--- src/rtl/elm_argmax_classifier_if.sv ---
// Score stream in, digit-decoder controls out.
// The master drives frames; the slave is the classifier.
interface elm_argmax_classifier_if #(
    parameter int SCORE_W = 16
);
    logic                      start;
    logic                      score_valid;
    logic signed [SCORE_W-1:0] score_data;
    logic                      score_ready;
    logic [3:0]                count_data;
    logic                      en_digit;
    logic                      rst_digit;
    logic                      busy;

    modport master (
        output start,
        output score_valid,
        output score_data,
        input  score_ready,
        input  count_data,
        input  en_digit,
        input  rst_digit,
        input  busy
    );

    modport slave (
        input  start,
        input  score_valid,
        input  score_data,
        output score_ready,
        output count_data,
        output en_digit,
        output rst_digit,
        output busy
    );
endinterface

--- src/rtl/elm_argmax_classifier.sv ---
// Running signed argmax over one frame of ELM output scores.
// Emits the winning class index and the digit-decoder pulses.
module elm_argmax_classifier #(
    parameter int SCORE_W     = 16,
    parameter int NUM_CLASSES = 10
) (
    input  logic                   clk,
    input  logic                   rst,
    elm_argmax_classifier_if.slave bus
);
    typedef enum logic [1:0] {
        IDLE  = 2'd0,
        ACCUM = 2'd1,
        DONE  = 2'd2
    } state_t;

    localparam logic [3:0] LAST = 4'(NUM_CLASSES - 1);

    state_t                    state_q, state_d;
    logic signed [SCORE_W-1:0] max_q, max_d;
    logic [3:0]                idx_q, idx_d;
    logic [3:0]                best_q, best_d;
    logic [3:0]                count_q, count_d;
    logic                      en_digit_q, en_digit_d;
    logic                      rst_digit_q, rst_digit_d;
    logic                      ready_q, ready_d;
    logic                      busy_q, busy_d;

    logic accept;
    logic take;

    assign accept = (state_q == ACCUM) && ready_q
                  && bus.score_valid && !bus.start;
    // First score of a frame always seeds the running maximum.
    assign take = (idx_q == 4'd0) || (bus.score_data > max_q);

    always_comb begin
        state_d     = state_q;
        max_d       = max_q;
        idx_d       = idx_q;
        best_d      = best_q;
        count_d     = count_q;
        en_digit_d  = 1'b0;
        rst_digit_d = 1'b0;
        unique case (state_q)
            IDLE: begin
                if (bus.start) begin
                    state_d     = ACCUM;
                    idx_d       = 4'd0;
                    best_d      = 4'd0;
                    rst_digit_d = 1'b1;
                end
            end
            ACCUM: begin
                if (bus.start) begin
                    idx_d       = 4'd0;
                    best_d      = 4'd0;
                    rst_digit_d = 1'b1;
                end else if (accept) begin
                    if (take) begin
                        max_d  = bus.score_data;
                        best_d = idx_q;
                    end
                    idx_d = idx_q + 4'd1;
                    if (idx_q == LAST) begin
                        state_d    = DONE;
                        en_digit_d = 1'b1;
                        count_d    = take ? idx_q : best_q;
                    end
                end
            end
            DONE: begin
                state_d = IDLE;
                if (bus.start) begin
                    state_d     = ACCUM;
                    idx_d       = 4'd0;
                    best_d      = 4'd0;
                    rst_digit_d = 1'b1;
                end
            end
            default: state_d = IDLE;
        endcase
        ready_d = (state_d == ACCUM);
        busy_d  = (state_d == ACCUM);
    end

    always_ff @(posedge clk or negedge rst) begin
        if (!rst) begin
            state_q     <= IDLE;
            max_q       <= '0;
            idx_q       <= '0;
            best_q      <= '0;
            count_q     <= '0;
            en_digit_q  <= 1'b0;
            rst_digit_q <= 1'b0;
            ready_q     <= 1'b0;
            busy_q      <= 1'b0;
        end else begin
            state_q     <= state_d;
            max_q       <= max_d;
            idx_q       <= idx_d;
            best_q      <= best_d;
            count_q     <= count_d;
            en_digit_q  <= en_digit_d;
            rst_digit_q <= rst_digit_d;
            ready_q     <= ready_d;
            busy_q      <= busy_d;
        end
    end

    assign bus.score_ready = ready_q;
    assign bus.count_data  = count_q;
    assign bus.en_digit    = en_digit_q;
    assign bus.rst_digit   = rst_digit_q;
    assign bus.busy        = busy_q;
endmodule

--- src/flat_wrapper.sv ---
// flat-port wrapper written by rule: the top's interface ports become plain ports
module elm_argmax_classifier_flat 
#(
    parameter int SCORE_W     = 16,
    parameter int NUM_CLASSES = 10
)
  (clk, rst, bus_start, bus_score_valid, bus_score_data, bus_score_ready, bus_count_data, bus_en_digit, bus_rst_digit, bus_busy);
  elm_argmax_classifier_if #(.SCORE_W(SCORE_W)) bus_i ();
  input  logic clk;
  input  logic rst;
  input wire logic [$bits(bus_i.start)-1:0] bus_start;
  input wire logic [$bits(bus_i.score_valid)-1:0] bus_score_valid;
  input wire logic [$bits(bus_i.score_data)-1:0] bus_score_data;
  output wire logic [$bits(bus_i.score_ready)-1:0] bus_score_ready;
  output wire logic [$bits(bus_i.count_data)-1:0] bus_count_data;
  output wire logic [$bits(bus_i.en_digit)-1:0] bus_en_digit;
  output wire logic [$bits(bus_i.rst_digit)-1:0] bus_rst_digit;
  output wire logic [$bits(bus_i.busy)-1:0] bus_busy;
  assign bus_i.start = bus_start;
  assign bus_i.score_valid = bus_score_valid;
  assign bus_i.score_data = bus_score_data;
  assign bus_score_ready = bus_i.score_ready;
  assign bus_count_data = bus_i.count_data;
  assign bus_en_digit = bus_i.en_digit;
  assign bus_rst_digit = bus_i.rst_digit;
  assign bus_busy = bus_i.busy;
  elm_argmax_classifier #(.SCORE_W(SCORE_W), .NUM_CLASSES(NUM_CLASSES)) u_core (.clk(clk), .rst(rst), .bus(bus_i));
endmodule
--- config.mk ---
export PLATFORM = sky130hd
export DESIGN_NAME = elm_argmax_classifier_flat
export DESIGN_NICKNAME = d
export VERILOG_FILES = /design/src/rtl/elm_argmax_classifier_if.sv /design/src/rtl/elm_argmax_classifier.sv /design/src/flat_wrapper.sv
export SDC_FILE = /design/constraint.sdc
export NUM_CORES = 1
export LEC_CHECK = 0
export ABC_AREA = 1
export BUFFER_PORTS_ARGS = -buffer_cell sky130_fd_sc_hd__buf_2
export CAP_MARGIN = 10
export CORE_ASPECT_RATIO = 0.75
export CORE_MARGIN = 10
export CORE_UTILIZATION = 61
export CTS_CLUSTER_DIAMETER = 60
export DETAILED_ROUTE_END_ITERATION = 8
export GPL_ROUTABILITY_DRIVEN = 1
export PLACE_DENSITY = 0.84
export SETUP_SLACK_MARGIN = 0.1
export SYNTH_ARGS = -nofsm -noshare
export SYNTH_HDL_FRONTEND = slang
export SYNTH_SLANG_ARGS = --single-unit
--- constraint.sdc ---
create_clock -name clk -period 4.4 [get_ports clk]
set_input_delay 0.88 -clock clk [delete_from_list [all_inputs] [get_ports clk]]
set_output_delay 0.88 -clock clk [all_outputs]
set_load 0.01 [all_outputs]
; Yosys cells after proc, flatten, opt, wreduce, memory -nomap -nowiden
; Index checks and enable logic that the tools add are counted.
[word_totals]
ff_bits = 33
word_cells = 50
[op_classes]
addsub = 1
magnitude_cmp = 1
n_eq_ne = 6
n_mux = 20
n_bitwise = 1
reduce_logical = 13
[op_table]
columns = operator, n
row1 = $mux W4, 6
row2 = $gt A16 B16 Y1, 1
row3 = $pmux W4 S2, 2
row4 = $mux W2, 4
row5 = $reduce_and A4 Y1, 2
row6 = $mux W1, 7
row7 = $pmux W2 S3, 1
row8 = $add A4 B1 Y4 const B, 1
row9 = $eq A2 B1 Y1 const B, 2
row10 = $eq A4 B4 Y1 const B, 1
row11 = $logic_not A4 Y1, 1
row12 = $logic_and A1 B1 Y1, 3
row13 = $ne A3 B2 Y1 const B, 1
row14 = $reduce_and A3 Y1, 1
row15 = $reduce_or A3 Y1, 1
row16 = $eq A2 B2 Y1 const B, 1
row17 = $logic_not A2 Y1, 1
row18 = $ne A2 B1 Y1 const B, 1
row19 = $reduce_bool A2 Y1, 1
row20 = $reduce_or A2 Y1, 1
row21 = $logic_not A1 Y1, 1
row22 = $logic_or A1 B1 Y1, 1
row23 = $not A1 Y1, 1

; Longest topological paths before layout
[logic_depth]
depth_word = 8
mapped_depth = 18
depth_no_buf = 17

; Worst setup path before layout
; Ideal clock, no wire load.
[synth_timing]
kind = input to register
from = in bus_score_data[15]
to = reg u_core.max_q[6]
setup_ns = 0.117
arrival_time_ns = 2.236
required_time_ns = 4.283
slack_ns = 2.047
cell_stages = 12
path_buffers = 1
cell_sequence = ha_1 -> a21oi_1 -> o21ai_1 -> a21oi_2 -> nand2_1 -> nand2_2 -> nand3_4 -> nand2_8 -> nand2_8 -> buf_6 -> nand2_1 -> nand2_1
[synth_between]
elab_chain_cells = 3
[synth_rtl]
columns = item, line
row1 = "start, declared", flat_wrapper.sv:13  ; input wire logic [$bits(bus_i.score_data)-1:0] bus_score_data;
row2 = $gt A16 B16 Y1, elm_argmax_classifier.sv:35  ; assign take = (idx_q == 4'd0) || (bus.score_data > max_q);
row3 = $logic_or A1 B1 Y1, elm_argmax_classifier.sv:35
row4 = $reduce_and A4 Y1 (no line), -
row5 = "end signal, assigned", elm_argmax_classifier.sv:100  ; max_q <= max_d;
row6 = "end, declared", elm_argmax_classifier.sv:20  ; logic signed [SCORE_W-1:0] max_q, max_d;
; No other way between the ends.
; A chain may end at the register's enable or synchronous reset.

; Worst setup path after layout
[layout_timing]
from = in bus_score_data[15]
to = reg u_core.max_q[5]
; The elaborated chain is that of the path after synthesis.

==> flow_metrics.env <==
export IMPL_fin_setup_tns_ps=0
export IMPL_cp_end_kind="register"
export IMPL_yosys_top_cells_area="dfrtp_1 (44%), nand2_1 (15%), ha_1 (13%), nand3_1 (6.9%), inv_1 (6.1%)"
export IMPL_hold_path_class="reg -> reg"
export IMPL_grt_total_usage_pct=14.52
export IMPL_io_buffers=27
export IMPL_min_period_ps=2346
export IMPL_cp_cell_sequence="buf_2 -> ha_1 -> a21oi_1 -> o21ai_1 -> a21oi_2 -> nand2_1 -> nand2_2 -> nand3_4 -> nand2_8 -> nand2_8 -> nand2_1 -> nand2_1"
export IMPL_fin_nets=296
export IMPL_hold_buffers=0
export IMPL_cts_sinks=33
export IMPL_firstDrtPassIters=4
export IMPL_drt_iter0_markers=69
export IMPL_vdd_drop_max_v=0.0003249
export IMPL_hold_violations=0
export IMPL_power_density_mw_per_mm2=550.2
export IMPL_viasPerCell=5.122
export IMPL_timing_final_crit_share_pct=53.31
export IMPL_grt_ovfl_total=0
export IMPL_layout_commonest_cell="nand2_1"
export IMPL_synth_cell_types=24
export IMPL_avgSynthCellArea_sq_um=8.303
export IMPL_drc=0
export IMPL_drive_above_1_share_pct=17.05
export IMPL_worstMarginPinSlew_ps=720.2
export IMPL_arrival_ps=2520
export IMPL_synth_top_area_share_pct=43.62
export IMPL_numCtsBuffers=5
export IMPL_rsz0062_at_grt="false"
export IMPL_critPathSlowestCell="ha_1"
export IMPL_ant_nets=0
export IMPL_route_vias_total=1516
export IMPL_slew_violations=0
export IMPL_grt_pass1_vias=1590
export IMPL_clock_latency_ps=290
export IMPL_hold_path_depth=2
export IMPL_ys_ff_latch=33
export IMPL_status="completed"
export IMPL_synthCells=228
export IMPL_path_clk_slew_ps=70
export IMPL_setup_ws_ps=2054
export IMPL_die_h_um=68.25
export IMPL_final_cell_mix="nand2_1 (76), dfrtp_1 (33), inv_1 (31), buf_2 (27), nand3_1 (26)"
export IMPL_globalplace_congestion=0.8019
export IMPL_setup_viol=0
export IMPL_path_class="in -> reg"
export IMPL_wirelength_um=3825
export IMPL_worstPathRequired_ps=4580
export IMPL_post_cts_setup_buffers=0
export IMPL_maxCapViolCount=0
export IMPL_skew_ps=7.272
export IMPL_synth_nets=267
export IMPL_grt_max_degree=34
export IMPL_yosysWarningCount=0
export IMPL_antenna_cells=0
export IMPL_synth_largest_area_cell="dfrtp_1"
export IMPL_dp_hpwl_um=2915
export IMPL_rows=17
export IMPL_cp_common_cell="nand2_1"
export IMPL_root_buffer="clkbuf_8"
export IMPL_wire_per_inst_um=12.92
export IMPL_io_pins=28
export IMPL_critPathMaxStageDelay_ps=350
export IMPL_cts_htree_levels=2
export IMPL_leakage_nw=1.210
export IMPL_yosysSeqAreaShare_pct=43.62
export IMPL_antenna_found_initial=0
export IMPL_cts_resized=0
export IMPL_die_area_sq_mm=0.005755
export IMPL_fp_dieW_um=84.33
export IMPL_grt_pass1_wl_um=6975
export IMPL_fmax_mhz=426.3
export IMPL_start_kind="primary input"
export IMPL_power_total_w=0.001171
export IMPL_cts_buffer_depth=2
export IMPL_dp_slack_ps=1777
export IMPL_core_area_sq_mm=0.002957
export IMPL_max_slew_margin_pct=51.98
export IMPL_r2r_cells=7
export IMPL_areaGrowthSynthToFinish_pct=12.43
export IMPL_synth_area_sq_mm=0.001893
export IMPL_start_util_pct=64.03
export IMPL_cts_tree="done"
export IMPL_path_max_fanout=18
-- synthesized netlist by cell type --
| master | instances |
|---|---|
| nand2_1 | 76 |
| dfrtp_1 | 33 |
| inv_1 | 31 |
| nand3_1 | 26 |
| ha_1 | 19 |
| nor2_1 | 9 |
| a21oi_1 | 6 |
| nand4_1 | 5 |
| buf_4 | 2 |
| clkbuf_1 | 2 |
| nand2_2 | 2 |
| nand2_8 | 2 |
| o21ai_0 | 2 |
| o21ai_1 | 2 |
| xor2_1 | 2 |
| a21o_1 | 1 |
| a21oi_2 | 1 |
| buf_6 | 1 |
| nand3_2 | 1 |
| nand3_4 | 1 |
| nor2_4 | 1 |
| nor3_1 | 1 |
| nor3_2 | 1 |
| o2bb2ai_1 | 1 |
-- where the power goes --
group / leakage, nW / switching [W] / internal [W]
Combinational: 0.746 / 0.000321 / 0.000182
Sequential: 0.419 / 0.0000547 / 0.000391
Clock: 0.0439 / 0.000113 / 0.000109
Total: 1.21 / 0.000488 / 0.000683
-- layout make-up --
class                      count  area [sq um]
fill                         234         828.3
tap                           38         47.55
sequential                    33         825.8
clock buffer                   5         68.82
multi-input combinational    159         917.1
clock inverter                 3         17.52
inverter                      31         116.4
timing repair buffer          27         135.1
-- worst paths after layout --
kind	slack, ps	end	startpoint
setup / recovery	2050	u_core.max_q[5]$_DFFE_PN0P_	bus_score_data[15]
max in group asynchronous	3300	u_core.idx_q[1]$_DFFE_PN0P_	rst
setup reg to reg	2310	u_core.bus.count_data[0]$_DFFE_PN0P_	u_core.state_q[0]$_DFF_PN0_
min in group asynchronous	650	u_core.max_q[14]$_DFFE_PN0P_	rst
hold / removal	480	u_core.bus.count_data[3]$_DFFE_PN0P_	u_core.bus.count_data[3]$_DFFE_PN0P_
hold reg to reg	480	u_core.bus.count_data[3]$_DFFE_PN0P_	u_core.bus.count_data[3]$_DFFE_PN0P_
-- stage by stage --
stage	utilization, %	instance area, sq um	std cells	hold WS, ps
floorplan	-	1893	228	441.9
global route	71.98	2128	296	496.8
global placement	69.06	2042	288	453.8
finish	71.98	2128	296	475.1
CTS	71.98	2128	296	477.0
detailed placement	69.06	2042	288	459.1
-- registers in the layout (all words and copies together) (netlist names) --
name and flops:
u_core.idx_q 4, u_core.bus.rst_digit 1, u_core.bus.count_data 4, u_core.max_q 16, u_core.best_q 4, u_core.state_q 2, u_core.bus.score_ready 1, u_core.bus.en_digit 1
-- cells by family (layout without fill, tap and decap cells) --
logic type / Yosys count / count (layout) / synth area share (%)
DFF: 33 / 33 / 43.62
and+or+nand+nor: 125 / 125 / 31.00
xor gates and xnor gates: 2 / 2 / 0.9255
adders and majority gates: 19 / 19 / 12.56
buffers and inverters: 36 / 66 / 7.931
AOI/OAI and AO/OA: 13 / 13 / 3.966
-- metal layers --
| layer | global-route usage [%] | share of wire (%) |
|---|---|---|
| met5 | 0 | 0 |
| met4 | 5.417 | 1.9 |
| met3 | 4.864 | 5.6 |
| met2 | 24.62 | 45 |
| met1 | 17.04 | 48 |
-- worst max-delay path, delay by kind of cell --
kind,cells,cell delay (ps)
simple gates,7,750
compound gates,3,420
fa+ha+maj,1,350
buf+inv,1,110
(Power assumes the default switching activity.)
